## src/rtl/path_executor.sv

```systemverilog
`default_nettype none
// ============================================================================
// Module      : path_executor
// Description : Steps a robot through a planner-supplied node path, one
//               acknowledged segment at a time, with abort and ack timeout.
// Revision    : 1.0
// ============================================================================
module path_executor #(
  parameter int MAX_NODES   = 10,
  parameter int NODE_W      = 5,
  parameter int SENTINEL    = 27,
  parameter int ACK_TIMEOUT = 1000
) (
  input  logic                        clk,
  input  logic                        rst,
  input  logic                        path_done,
  input  logic [MAX_NODES*NODE_W-1:0] final_path,
  input  logic                        node_reached,
  input  logic                        abort,
  output logic [NODE_W-1:0]           cur_node,
  output logic [NODE_W-1:0]           next_node,
  output logic                        node_valid,
  output logic [3:0]                  seg_index,
  output logic                        busy,
  output logic                        path_complete,
  output logic                        path_err
);

  localparam int LEN_W = $clog2(MAX_NODES + 1);
  localparam int CNT_W = $clog2(ACK_TIMEOUT + 1);
  localparam logic [NODE_W-1:0] SENT_V  = NODE_W'(SENTINEL);
  localparam logic [CNT_W-1:0]  TO_LAST = CNT_W'(ACK_TIMEOUT - 1);

  typedef enum logic [2:0] {
    S_IDLE = 3'd0,
    S_LOAD = 3'd1,
    S_RUN  = 3'd2,
    S_GAP  = 3'd3,
    S_DONE = 3'd4
  } state_t;

  state_t                        state_q, state_d;
  logic [MAX_NODES*NODE_W-1:0]   path_q, path_d;
  logic                          pd_prev_q;
  logic [NODE_W-1:0]             cur_node_q, cur_node_d;
  logic [NODE_W-1:0]             next_node_q, next_node_d;
  logic [3:0]                    seg_index_q, seg_index_d;
  logic                          node_valid_q, node_valid_d;
  logic                          busy_q, busy_d;
  logic                          path_complete_q, path_complete_d;
  logic                          path_err_q, path_err_d;
  logic [CNT_W-1:0]              cnt_q, cnt_d;
  logic [LEN_W-1:0]              len_q, len_d;

  logic                          pd_rise;
  logic [LEN_W-1:0]              path_len;
  logic                          len_found;
  logic [NODE_W-1:0]             slot_ahead;

  assign pd_rise = path_done & ~pd_prev_q;

  // Length = index of the first slot holding a code at or above the sentinel.
  always_comb begin
    path_len  = LEN_W'(MAX_NODES);
    len_found = 1'b0;
    for (int k = 0; k < MAX_NODES; k++) begin
      if (!len_found && (path_q[k*NODE_W +: NODE_W] >= SENT_V)) begin
        path_len  = LEN_W'(k);
        len_found = 1'b1;
      end
    end
  end

  // Target of the segment after the one being acknowledged.
  always_comb begin
    slot_ahead = '0;
    for (int k = 0; k < MAX_NODES; k++) begin
      if (k == int'(seg_index_q) + 2) begin
        slot_ahead = path_q[k*NODE_W +: NODE_W];
      end
    end
  end

  always_comb begin
    state_d         = state_q;
    path_d          = path_q;
    cur_node_d      = cur_node_q;
    next_node_d     = next_node_q;
    seg_index_d     = seg_index_q;
    cnt_d           = cnt_q;
    len_d           = len_q;
    path_complete_d = 1'b0;
    path_err_d      = 1'b0;

    if (abort) begin
      state_d = S_IDLE;
      cnt_d   = '0;
    end else begin
      case (state_q)
        S_IDLE: begin
          if (pd_rise) begin
            path_d  = final_path;
            state_d = S_LOAD;
          end
        end
        S_LOAD: begin
          len_d = path_len;
          cnt_d = '0;
          if (path_len == '0) begin
            path_err_d = 1'b1;
            state_d    = S_IDLE;
          end else if (path_len == LEN_W'(1)) begin
            cur_node_d      = path_q[NODE_W-1:0];
            path_complete_d = 1'b1;
            state_d         = S_DONE;
          end else begin
            cur_node_d  = path_q[NODE_W-1:0];
            next_node_d = path_q[2*NODE_W-1:NODE_W];
            seg_index_d = '0;
            state_d     = S_RUN;
          end
        end
        S_RUN: begin
          // An acknowledgment in the timeout cycle still wins.
          if (node_reached) begin
            cur_node_d  = next_node_q;
            seg_index_d = seg_index_q + 4'd1;
            cnt_d       = '0;
            if (int'(seg_index_q) + 2 == int'(len_q)) begin
              path_complete_d = 1'b1;
              state_d         = S_DONE;
            end else begin
              next_node_d = slot_ahead;
              state_d     = S_GAP;
            end
          end else if (cnt_q == TO_LAST) begin
            path_err_d = 1'b1;
            cnt_d      = '0;
            state_d    = S_IDLE;
          end else begin
            cnt_d = cnt_q + CNT_W'(1);
          end
        end
        S_GAP:   state_d = S_RUN;
        S_DONE:  state_d = S_IDLE;
        default: state_d = S_IDLE;
      endcase
    end

    node_valid_d = (state_d == S_RUN);
    busy_d       = (state_d != S_IDLE);
  end

  always_ff @(posedge clk or posedge rst) begin
    if (rst) begin
      state_q         <= S_IDLE;
      path_q          <= '0;
      pd_prev_q       <= 1'b1;
      cur_node_q      <= '0;
      next_node_q     <= '0;
      seg_index_q     <= '0;
      node_valid_q    <= 1'b0;
      busy_q          <= 1'b0;
      path_complete_q <= 1'b0;
      path_err_q      <= 1'b0;
      cnt_q           <= '0;
      len_q           <= '0;
    end else begin
      state_q         <= state_d;
      path_q          <= path_d;
      pd_prev_q       <= path_done;
      cur_node_q      <= cur_node_d;
      next_node_q     <= next_node_d;
      seg_index_q     <= seg_index_d;
      node_valid_q    <= node_valid_d;
      busy_q          <= busy_d;
      path_complete_q <= path_complete_d;
      path_err_q      <= path_err_d;
      cnt_q           <= cnt_d;
      len_q           <= len_d;
    end
  end

  assign cur_node      = cur_node_q;
  assign next_node     = next_node_q;
  assign node_valid    = node_valid_q;
  assign seg_index     = seg_index_q;
  assign busy          = busy_q;
  assign path_complete = path_complete_q;
  assign path_err      = path_err_q;

endmodule
`default_nettype wire

```

## config.mk

```make
export PLATFORM = sky130hd
export DESIGN_NAME = path_executor
export DESIGN_NICKNAME = d
export VERILOG_FILES = /design/src/rtl/path_executor.sv
export SDC_FILE = /design/constraint.sdc
export NUM_CORES = 1
export LEC_CHECK = 0
export CORE_MARGIN = 5
export CORE_UTILIZATION = 50
export CTS_BUF_LIST = sky130_fd_sc_hd__clkbuf_8
export CTS_CLUSTER_DIAMETER = 200
export DETAILED_ROUTE_END_ITERATION = 10
export PLACE_DENSITY = 0.75
export REMOVE_ABC_BUFFERS = 1
export SYNTH_ARGS = -nofsm -noshare
export SYNTH_HDL_FRONTEND = slang
export SYNTH_SLANG_ARGS = --single-unit
```

## constraint.sdc

```tcl
create_clock -name clk -period 3.2 [get_ports clk]
set_input_delay 0.32 -clock clk [delete_from_list [all_inputs] [get_ports clk]]
set_output_delay 0.32 -clock clk [all_outputs]
set_load 0.02 [all_outputs]
```

* Word-level counts from Yosys, hierarchy flattened
Cells that the tools add are included. Widths: inputs -> output; s select.
Word-level totals: flip-flop bits (word level) 86, output and inout port bits 18, bits of input ports 55, word-level logic and storage cells 141
Cells by class: mux-type cells 64, add/sub/neg operators 3, eq/ne operators 20, magnitude comparators 10, bitwise operators 3, reductions and logical operators 29
Operators with widths (count):
- $eq 4x32->1 const A | 4
- $mux 5 | 16
- $eq 3x32->1 const A | 2
- $eq 5x32->1 const A | 2
- $mux 4 | 13
- $ge 5x5->1 const B | 10
- $eq 2x32->1 const A | 1
- $logic_not 32->1 | 1
- $mux 10 | 3
- $mux 3 | 7
- $pmux 10 s2 | 1
- $pmux 5 s2 | 2
- $mux 1 | 18
- $pmux 3 s4 | 1
- $add 10x1->10 const B | 1
- $eq 10x10->1 const B | 1
- $eq 3x2->1 const B | 3
- $logic_and 1x1->1 | 9
- $logic_not 1->1 | 9
- $ne 2x2->1 const B | 4
- $pmux 4 s2 | 1
- $reduce_and 6->1 | 1
- $reduce_bool 3->1 | 2
- $add 4x2->5 const B | 1
- 14 further kinds | 16

* Logic depth before layout (Yosys ltp)
Gate-level depths: netlist (run 1).
word-level depth 35, mapped depth 9, mapped depth without buffers 7

* Least setup slack after synthesis (run 1)
OpenSTA, ideal clock, no wires.
path type register -> register, start point register seg_index_q[0], in the netlist seg_index[0], end point register next_node_q[1], in the netlist next_node[1], data arrival time 2.036 ns, period minus slack after synthesis 2.161 ns, library setup time 0.125 ns, path buffers 2, path slack 1.039 ns, required time 3.075 ns, cell stages (with the launch flop) 10, cell sequence dfrtp_1 inv_1 ha_1 clkbuf_1 buf_2 a211oi_1 o21ai_0 a221oi_1 o21ai_0 mux2_4
Between the ends: longest elaborated chain between the ends 15, elaborated cells between the ends (all ways) 27, those cells by class add/sub: 1; eq/ne: 11; mux: 13; reduce/logical: 2
Ends and longest elaborated chain:
- start: declaration | line 47 | logic [3:0] seg_index_q, seg_index_d;
- start signal: assignment | line 174 | seg_index_q <= seg_index_d;
- $add 4x2->5 * | line 78, 129
- $logic_not 32->1 | line 78 | if (k == int'(seg_index_q) + 2) begin
- $mux 5 (10 in series) | line 78
- $mux 5 | line 129 | if (int'(seg_index_q) + 2 == int'(len_q)) begin
- $mux 5 | line 125 | if (node_reached) begin
- $pmux 5 s2 | line 99 | case (state_q)
- end signal: assignment | line 173 | next_node_q <= next_node_d;
- end: declaration | line 46 | logic [NODE_W-1:0] next_node_q, next_node_d;
Every way passes the cells marked *; elsewhere a longest branch is shown, timed or not. The select of a mux whose other input is x is not followed. A chain may end at the register's enable or synchronous reset.

* Final worst setup path (run 1)
start point register seg_index_q[0], in the netlist seg_index[0], end point register next_node_q[4], in the netlist next_node[4]
The elaborated chain is that of the path after synthesis.

==> results of run 1 <==
==> layer usage <==
layer / vias to the layer above / track usage [%] / part of all wire (%)
met5: - / 0 / 0
met4: 0 / 7.68 / 1.7
met3: 21 / 3.70 / 6.2
met2: 136 / 33.1 / 47
met1: 1781 / 28.7 / 45
li1: 1778 / - / -
==> layout make-up <==
cell class	count	area (µm²)
Sequential cell	86	2150
Multi-Input combinational cell	326	2280
Tap cell	111	139
Fill cell	788	3490
Inverter	17	65.1
Clock buffer	9	124
Timing Repair Buffer	75	768
Clock inverter	7	90.1
==> power by group through the flow <==
stage | clock (mW) | combinational [mW] | sequential [mW]
after floorplan | 0 | 0.991 | 1.70
after global placement | 0 | 1.54 | 1.69
after detailed placement | 0 | 1.58 | 1.70
after CTS | 0.842 | 1.59 | 1.68
after global routing | 0.885 | 1.75 | 1.74
final | 0.825 | 1.60 | 1.69
==> flip-flops by register name, indices dropped and copies added (netlist names), 3 cells and up <==
name and count:
seg_index 4, state_q 3, cnt_q 10, next_node 5
cur_node 5, path_q 50, len_q 4
==> metrics by stage <==
stage / utilization, % / std cells / hold WS (ns) / power, mW
after CTS: 61.7 / 631 / 0.367 / 4.11
after global placement: 59.3 / 615 / 0.487 / 3.23
after global routing: 61.7 / 631 / 0.378 / 4.37
after detailed placement: 59.3 / 615 / 0.493 / 3.28
final: 61.7 / 631 / 0.376 / 4.12
after floorplan: - / 429 / 0.324 / 2.69
==> placed cells by master, fill, tap and decap left out, types with 3 or more instances in the layout <==
master / synthesis / final
dfrtp_1: 85 / 85
clkdlybuf4s50_1: 0 / 72
nand2_1: 52 / 52
mux2_2: 40 / 40
a21oi_1: 34 / 34
nor2_1: 27 / 27
o21ai_0: 26 / 26
inv_1: 17 / 17
nand3b_1: 11 / 11
a31oi_1: 10 / 10
clkbuf_8: 0 / 9
nor2b_1: 8 / 8
nand3_1: 6 / 6
a221oi_1: 6 / 6
ha_1: 6 / 6
o31ai_1: 5 / 5
o21ai_1: 5 / 5
xnor2_1: 5 / 5
a32oi_1: 5 / 5
o22ai_1: 4 / 4
o311a_1: 4 / 4
and3_1: 4 / 4
or2_2: 3 / 3
a21o_1: 3 / 3
o21bai_1: 3 / 3
or3_1: 3 / 3
nand4_1: 3 / 3
and2_1: 3 / 3
clkinv_2: 0 / 3
o221ai_1: 3 / 3
a221o_1: 3 / 3
a2bb2oi_1: 3 / 3
a211oi_1: 3 / 3
==> kinds of logic after synthesis <==
| kind of cell | count (synthesis) | share of synthesized area (%) |
|---|---|---|
| DFF | 86 | 46.7 |
| xor gates and xnor gates | 7 | 1.74 |
| AOI/OAI and AO/OA | 133 | 19.6 |
| adders and majority gates | 6 | 1.63 |
| buffers and inverters | 40 | 3.99 |
| and+or+nand+nor | 132 | 14.2 |
| muxes | 48 | 12.1 |
==> worst reg2reg max path: stages, from the launching register on <==
cell and delay (ns):
dfrtp_1 0.50, ha_1 0.83, a21oi_1 0.14, a221oi_1 0.40, o221ai_1 0.22, a221o_1 0.35
a2bb2oi_1 0.14
==> final timing paths <==
check                                to    startpoint  slack (ns)
setup / recovery           next_node[4]  seg_index[0]        0.54
hold / removal              cur_node[2]           rst        0.38
setup reg to reg           next_node[4]  seg_index[0]        0.54
hold reg to reg                cnt_q[9]      cnt_q[9]        0.51
max in group asynchronous    path_q[33]           rst        2.15
min in group clk              pd_prev_q     path_done        0.38
==> results.toml, run 1 <==
[synthesis]
synth_area_leaders = "dfrtp_1 (46%), mux2_2 (9.8%), nand2_1 (4.2%), a21oi_1 (3.7%), o21ai_0 (2.8%)"
ys_warn_count = 0
synthFlopType = "dfrtp_1"
synth_top_area_cell = "dfrtp_1"
yosys.cell_types.count = 65
synth_top_area_share_pct = 46.1
synth_most_common_cell = "dfrtp_1"
ys_ff_latch = 86
yosys-top-cells-count = "dfrtp_1 (85), nand2_1 (52), mux2_2 (40)"
ys_seq_area_share_pct = 46.7
synth-async-reset-ratio_pct = 100
synth_edf_count = 0
syn-mean-instance-area_um2 = 10.2
syn_area_um2 = 4610
syn-instance-count = 452

[timing]
finalHoldViolCount = 0
worstMarginPinSlew_ns = 0.969
setup_ws_ns = 0.537
setup_viol = 0
fin_skew_ns = 0.00770
fin_crit_sh_pct = 83.2
fin_crit_ns = 2.66
clock.fmax_ghz = 0.376
setup_tns_ns = 0
rsz0062_at_grt = "no"
slew_viol_final = 0
relSlewSlack_pct = 35.1

[floorplanning]
rows = 35
dieArea_um2 = 11200
core_um2 = 9110
start_util_pct = 50.6
die_w_um = 106
io_pins = 73
die_y_um = 106

[clock_tree]
clockBufferDepth = 2
numCtsBuffers = 9
cts_resized = 0
cts.clk_slew.worst_paths_ns = 0.09
cts_sinks = 86
clk_latency_ns = 0.36
cts-root-buf = "clkbuf_8"
cts_tree = "built"
ctsHoldBuffers = 0
post-cts-setup-buffers = 0
cts_max_level = 3

[placement]
post_dp_cell_area_um2 = 5400
gp_congestion = 0.909
port_buffers = 72
post-place-ws_ns = 0.614
detailedPlacementHpwl_um = 8220

[detailed_routing]
antenna_left = 0
wl_per_cell_um = 17.7
drtIter0Drc = 283
via_count = 3716
viasPerCell = 5.89
first_pass_iters = 5
drc = 0
wl_um = 11200

[power_and_ir_drop]
p_per_area_nw_per_um2 = 733
clkPwrFrac_pct = 20.0
ir_worst_vdd_uv = 417
sw_frac_of_total_pct = 37.8
seqPwrFrac_pct = 41.0
p_leak_nw = 2.26
power_frac_comb_pct = 39.0
intPower_mw = 2.56
p_sw_mw = 1.56

[min_path]
worstHoldPathType = "in -> async"

[setup_path]
cp_top_family = "compound AO/OA/AOI/OAI gates"
critPathSlowestCell = "ha_1"
cp.required_ns = 3.48
path_buf_inv = 0
crit_path_end_kind = "flop"
slowest_delay_ns = 0.83
startpoint_type = "flop"
crit_arrival_ns = 2.94
path_cells = "ha_1 > a21oi_1 > a221oi_1 > o221ai_1 > a221o_1 > a2bb2oi_1"
path_class = "reg -> reg"
r2r.worst_path.cells = 6
path_max_fanout = 32
cp_num_cells = 6

[grt]
grt_max_degree = 59
grt_pass1_vias = 3768
antenna_found_initial = 0
overflow = 0
grtUsageTotal_pct = 20.8
grt_pass1_wl_um = 18700

[cells_and_area]
stdcell_area_um2 = 5620
fin_nets = 576
diodes = 0
drive_above_1_share_pct = 14.8
syn_to_final_growth_pct = 21.8

[job]
max_cap_viol_count = 0

[status]
status = "complete, no violations"
(Power assumes the default switching activity.)
==> run 2, diff against run 1 <==
Clock period 3.2 ns to 2.5 ns, I/O delays scaled along.
==> run 2 against run 1 <==
Net effect: first-iteration DRC count unchanged; global-route usage grew 0.79 points; via count rose by 1.7%; fmax increased by 19%; cell count is 1.6% higher.
==> results.toml, run 2 (same netlist as run 1, synthesis figures left out) <==
[status]
status = "complete, no violations"

[power_and_ir_drop]
p_per_area_nw_per_um2 = 941
power_mw = 5.37
ir_worst_vdd_uv = 431
p_leak_nw = 2.31

[floorplanning]
io_pins = 73
rows = 35
die_w_um = 106
die_y_um = 106
core_um2 = 9110
dieArea_um2 = 11200
start_util_pct = 50.6

[cells_and_area]
final_cell_mix = "dfrtp_1 (85), clkdlybuf4s50_1 (72), nand2_1 (52), mux2_2 (40), a21oi_1 (34)"
layout.cells.non_filler = 641
diodes = 0
drive_above_1_share_pct = 17.0
stdcell_area_um2 = 5710
fin_nets = 586
largest_register_ffs = 50
syn_to_final_growth_pct = 23.9
regMostFlops = "path_q"
reg_top3 = "path_q x50, cnt_q x10"
layout_commonest_cell = "dfrtp_1"

[clock_tree]
numCtsBuffers = 9
cts_sinks = 86
clk_latency_ns = 0.36
clockBufferDepth = 2
cts_max_level = 3
cts_tree = "built"
cts.clk_slew.worst_paths_ns = 0.09
cts-root-buf = "clkbuf_8"
ctsHoldBuffers = 0

[grt]
grtUsageTotal_pct = 21.6
grt_pass1_vias = 3813
grt_max_degree = 87
overflow = 0
antenna_found_initial = 0
grt_pass1_wl_um = 19300

[detailed_routing]
viasPerCell = 5.89
first_pass_iters = 5
antenna_left = 0
wl_per_cell_um = 18.2
drtIter0Drc = 283
drc = 0
via_count = 3778
wl_um = 11700

[timing]
rsz0062_at_grt = "no"
fin_skew_ns = 0.0108
worstMarginPinSlew_ns = 0.717
finalHoldViolCount = 0
fin_crit_ns = 2.24
clock.fmax_ghz = 0.446
relSlewSlack_pct = 52.2
fin_crit_sh_pct = 89.6
setup_viol = 0
slew_viol_final = 0

[setup_path]
startpoint_type = "flop"
path_class = "reg -> reg"
startpoint = "seg_index[1]"
crit_path_end_kind = "flop"
cp.required_ns = 2.79
crit_arrival_ns = 2.53
path_max_fanout = 7
r2r-start = "seg_index[1]"

[placement]
post_dp_cell_area_um2 = 5480
dp.cells = 625
gp_congestion = 0.887
detailedPlacementHpwl_um = 8460
port_buffers = 72

[min_path]
worstHoldPathType = "in -> async"

[job]
max_cap_viol_count = 0
[run 2: cell count changes in the layout (fill, tap and decap cells not counted)]
cell	change
clkbuf_8	+1
ha_2	+3
clkinv_2	-1
ha_1	-3
clkinv_4	+1
clkinvlp_4	-1
buf_4	+10
[run 2: worst max-delay path, stage by stage, from the launching register on]
cell       delay, ns
dfrtp_1         0.48
ha_1            0.39
or2_2           0.37
a221oi_1        0.25
o221ai_1        0.17
a221o_1         0.35
a2bb2oi_1       0.16
[run 2: layout make-up]
cell class	count	area, µm²
inverters	17	65.1
multi-input cells	326	2290
clock inverters	6	86.3
clock buffers	10	138
well taps	111	139
fillers	762	3400
flip-flops and latches	86	2150
repair buffers	85	843
[run 2: final timing paths]
check                                     to  slack, ns  cells past startpoint
worst min-delay path               path_q[1]       0.29                      3
worst max-delay path            next_node[2]       0.26                      6
worst min register to register      cnt_q[6]       0.52                      1
min in group clk                   pd_prev_q       0.30                      1
max in group asynchronous          pd_prev_q       1.85                      3
worst max register to register  next_node[2]       0.26                      6
[run 2: metrics by stage]
step           util (%)  setup WS, ns  hold WS (ns)  TNS (ns)
5_1_grt            62.7         0.107         0.299         0
4_1_cts            62.6         0.157         0.300         0
2_1_floorplan         -        -0.240         0.254    -10.28
6_report           62.7         0.260         0.292         0
3_3_place_gp       60.2         0.314         0.486         0
3_5_place_dp       60.2         0.182         0.497         0
[run 2: metal layers]
layer / wire length [µm] / GRT usage (%) / part of all wire [%] / vias up
met2: 5540 / 35.2 / 48 / 152
met5: 0 / 0 / 0 / -
met1: 5170 / 29.4 / 44 / 1817
li1: - / - / - / 1792
met4: 174 / 5.46 / 1.5 / 0
met3: 774 / 5.10 / 6.6 / 17
[run 2: power breakdown]
group | internal [mW] | total (mW) | leakage (nW) | switching, mW
logic | 0.982 | 2.09 | 1.14 | 1.11
registers | 1.77 | 2.18 | 1.06 | 0.406
clock network | 0.589 | 1.10 | 0.118 | 0.515
total | 3.34 | 5.37 | 2.31 | 2.03
[run 2: what timing repair did]
action                                  CTS  global route
buffers inserted                          0             0
endpoints found under the setup margin    0             3
gates resized for setup                   0             3
==> run 3, diff against run 2 <==
Clock period 2.5 ns to 2.1 ns, I/O delays scaled along.
==> run 3 against run 2 <==
Net effect: combinational power is 51% higher; die area unchanged; via count is 7.8% higher; clock-buffer cell count shrank 1; wire length increased by 11%; critical path depth grew 3; worst setup slack lost 0.22 ns; sequential power up 17%; critical path type unchanged; critical endpoint is now next_node[4].
==> results.toml, run 3 (same netlist as run 1, synthesis figures left out) <==
[cells_and_area]
post-route-util_pct = 67.6
drive_above_1_share_pct = 25.0
layout_commonest_cell = "dfrtp_1"
syn_to_final_growth_pct = 33.5
nFillCells = 718
reg_top3 = "path_q x50, cnt_q x10"
final_cell_mix = "dfrtp_1 (83), clkdlybuf4s50_1 (72), nand2_1 (52), mux2_2 (40), a21oi_1 (33)"
diodes = 0
multi_input_area_um2 = 2440
seqCellArea_um2 = 2160
fin_nets = 616
stdcell_area_um2 = 6150
largest_register_ffs = 50
regMostFlops = "path_q"

[clock_tree]
numCtsBuffers = 9
cts_tree = "built"
clockBufferDepth = 2
cts.clk_slew.worst_paths_ns = 0.10
cts-root-buf = "clkbuf_8"
cts_max_level = 3
clk_latency_ns = 0.36
cts_sinks = 86

[placement]
detailedPlacementHpwl_um = 8990
gp_congestion = 0.905
post_dp_cell_area_um2 = 5660
port_buffers = 72

[setup_path]
path_max_fanout = 7
r2r_slack_ns = 0.04
startpoint_type = "flop"
cp.required_ns = 2.39
crit_arrival_ns = 2.35
path_class = "reg -> reg"
crit_path_end_kind = "flop"

[timing]
relSlewSlack_pct = 51.9
setup_viol = 0
clock.fmax_ghz = 0.487
fin_crit_sh_pct = 97.9
finalHoldViolCount = 0
slew_viol_final = 0
fin_crit_ns = 2.06
worstMarginPinSlew_ns = 0.721
rsz0062_at_grt = "yes"
fin_skew_ns = 0.00893

[power_and_ir_drop]
power_mw = 6.98
ir_worst_vdd_uv = 658
p_leak_nw = 2.48
p_per_area_nw_per_um2 = 1130

[detailed_routing]
antenna_left = 0
wl_per_cell_um = 19.3
drtIter0Drc = 255
drc = 0
viasPerCell = 6.07
first_pass_iters = 5
via_count = 4073
wl_um = 13000

[grt]
grt_pass1_vias = 4042
antenna_found_initial = 0
grt_max_degree = 87
overflow = 0
grtUsageTotal_pct = 22.9
grt_pass1_wl_um = 20500

[floorplanning]
die_w_um = 106
rows = 35
core_um2 = 9110
start_util_pct = 50.6
dieArea_um2 = 11200
io_pins = 73
die_y_um = 106

[status]
status = "complete, no violations"

[min_path]
worstHoldPathType = "in -> async"

[job]
max_cap_viol_count = 0
-- run 3: metal layers --
layer  vias to the layer above  share of wire, %  GRT usage, %
met3                        28               5.6          2.73
met2                       171                51          38.8
li1                       1856                 -             -
met4                         0               2.8          8.88
met1                      2018                41          30.1
met5                         -                 0             0
-- run 3: timing repair --
action | CTS | global route
pin swaps | 2 | 14
hold buffers | 0 | 0
endpoints found under the setup margin | 15 | 11
cloned | 0 | 1
gates resized for setup | 11 | 27
setup buffers | 1 | 9
-- run 3: final cells by class --
class	instances	share of cell area (%)
Multi-Input combinational cell	326	39.7
Sequential cell	86	35.0
Timing Repair Buffer	115	18.5
Tap cell	111	2.26
Clock buffer	9	2.01
Clock inverter	7	1.48
Inverter	17	1.06
-- run 3: worst paths after layout --
path	cells after the start	end	start
setup / recovery	9	next_node[4]	seg_index[1]
hold / removal	3	path_q[0]	rst
setup reg to reg	9	next_node[4]	seg_index[1]
hold reg to reg	1	cnt_q[2]	cnt_q[2]
max in group asynchronous	3	pd_prev_q	rst
min in group clk	1	pd_prev_q	path_done
-- run 3: power breakdown --
group / internal (mW) / switching [mW]
clock: 0.579 / 0.687
combinational: 1.54 / 1.61
sequential: 2.11 / 0.451
total: 4.23 / 2.75
-- run 3: per-stage QoR --
| stage | TNS, ns | setup WS (ns) | hold WS [ns] | instances |
|---|---|---|---|---|
| after CTS | -0.00998 | -0.00998 | 0.259 | 661 |
| final | 0 | 0.0446 | 0.237 | 671 |
| after detailed placement | -1.21 | -0.178 | 0.498 | 644 |
| after global placement | -0.270 | -0.104 | 0.489 | 644 |
| after global routing | -0.0932 | -0.0253 | 0.279 | 671 |
| after floorplan | -59.23 | -0.640 | 0.214 | 429 |
-- run 3: worst max-delay path: stages (launching register included) --
cell       delay, ns
dfrtp_2         0.42
buf_4           0.13
ha_4            0.18
buf_6           0.13
buf_4           0.10
a21oi_1         0.08
a221oi_2        0.27
o221ai_1        0.15
a221o_1         0.38
a2bb2oi_1       0.14
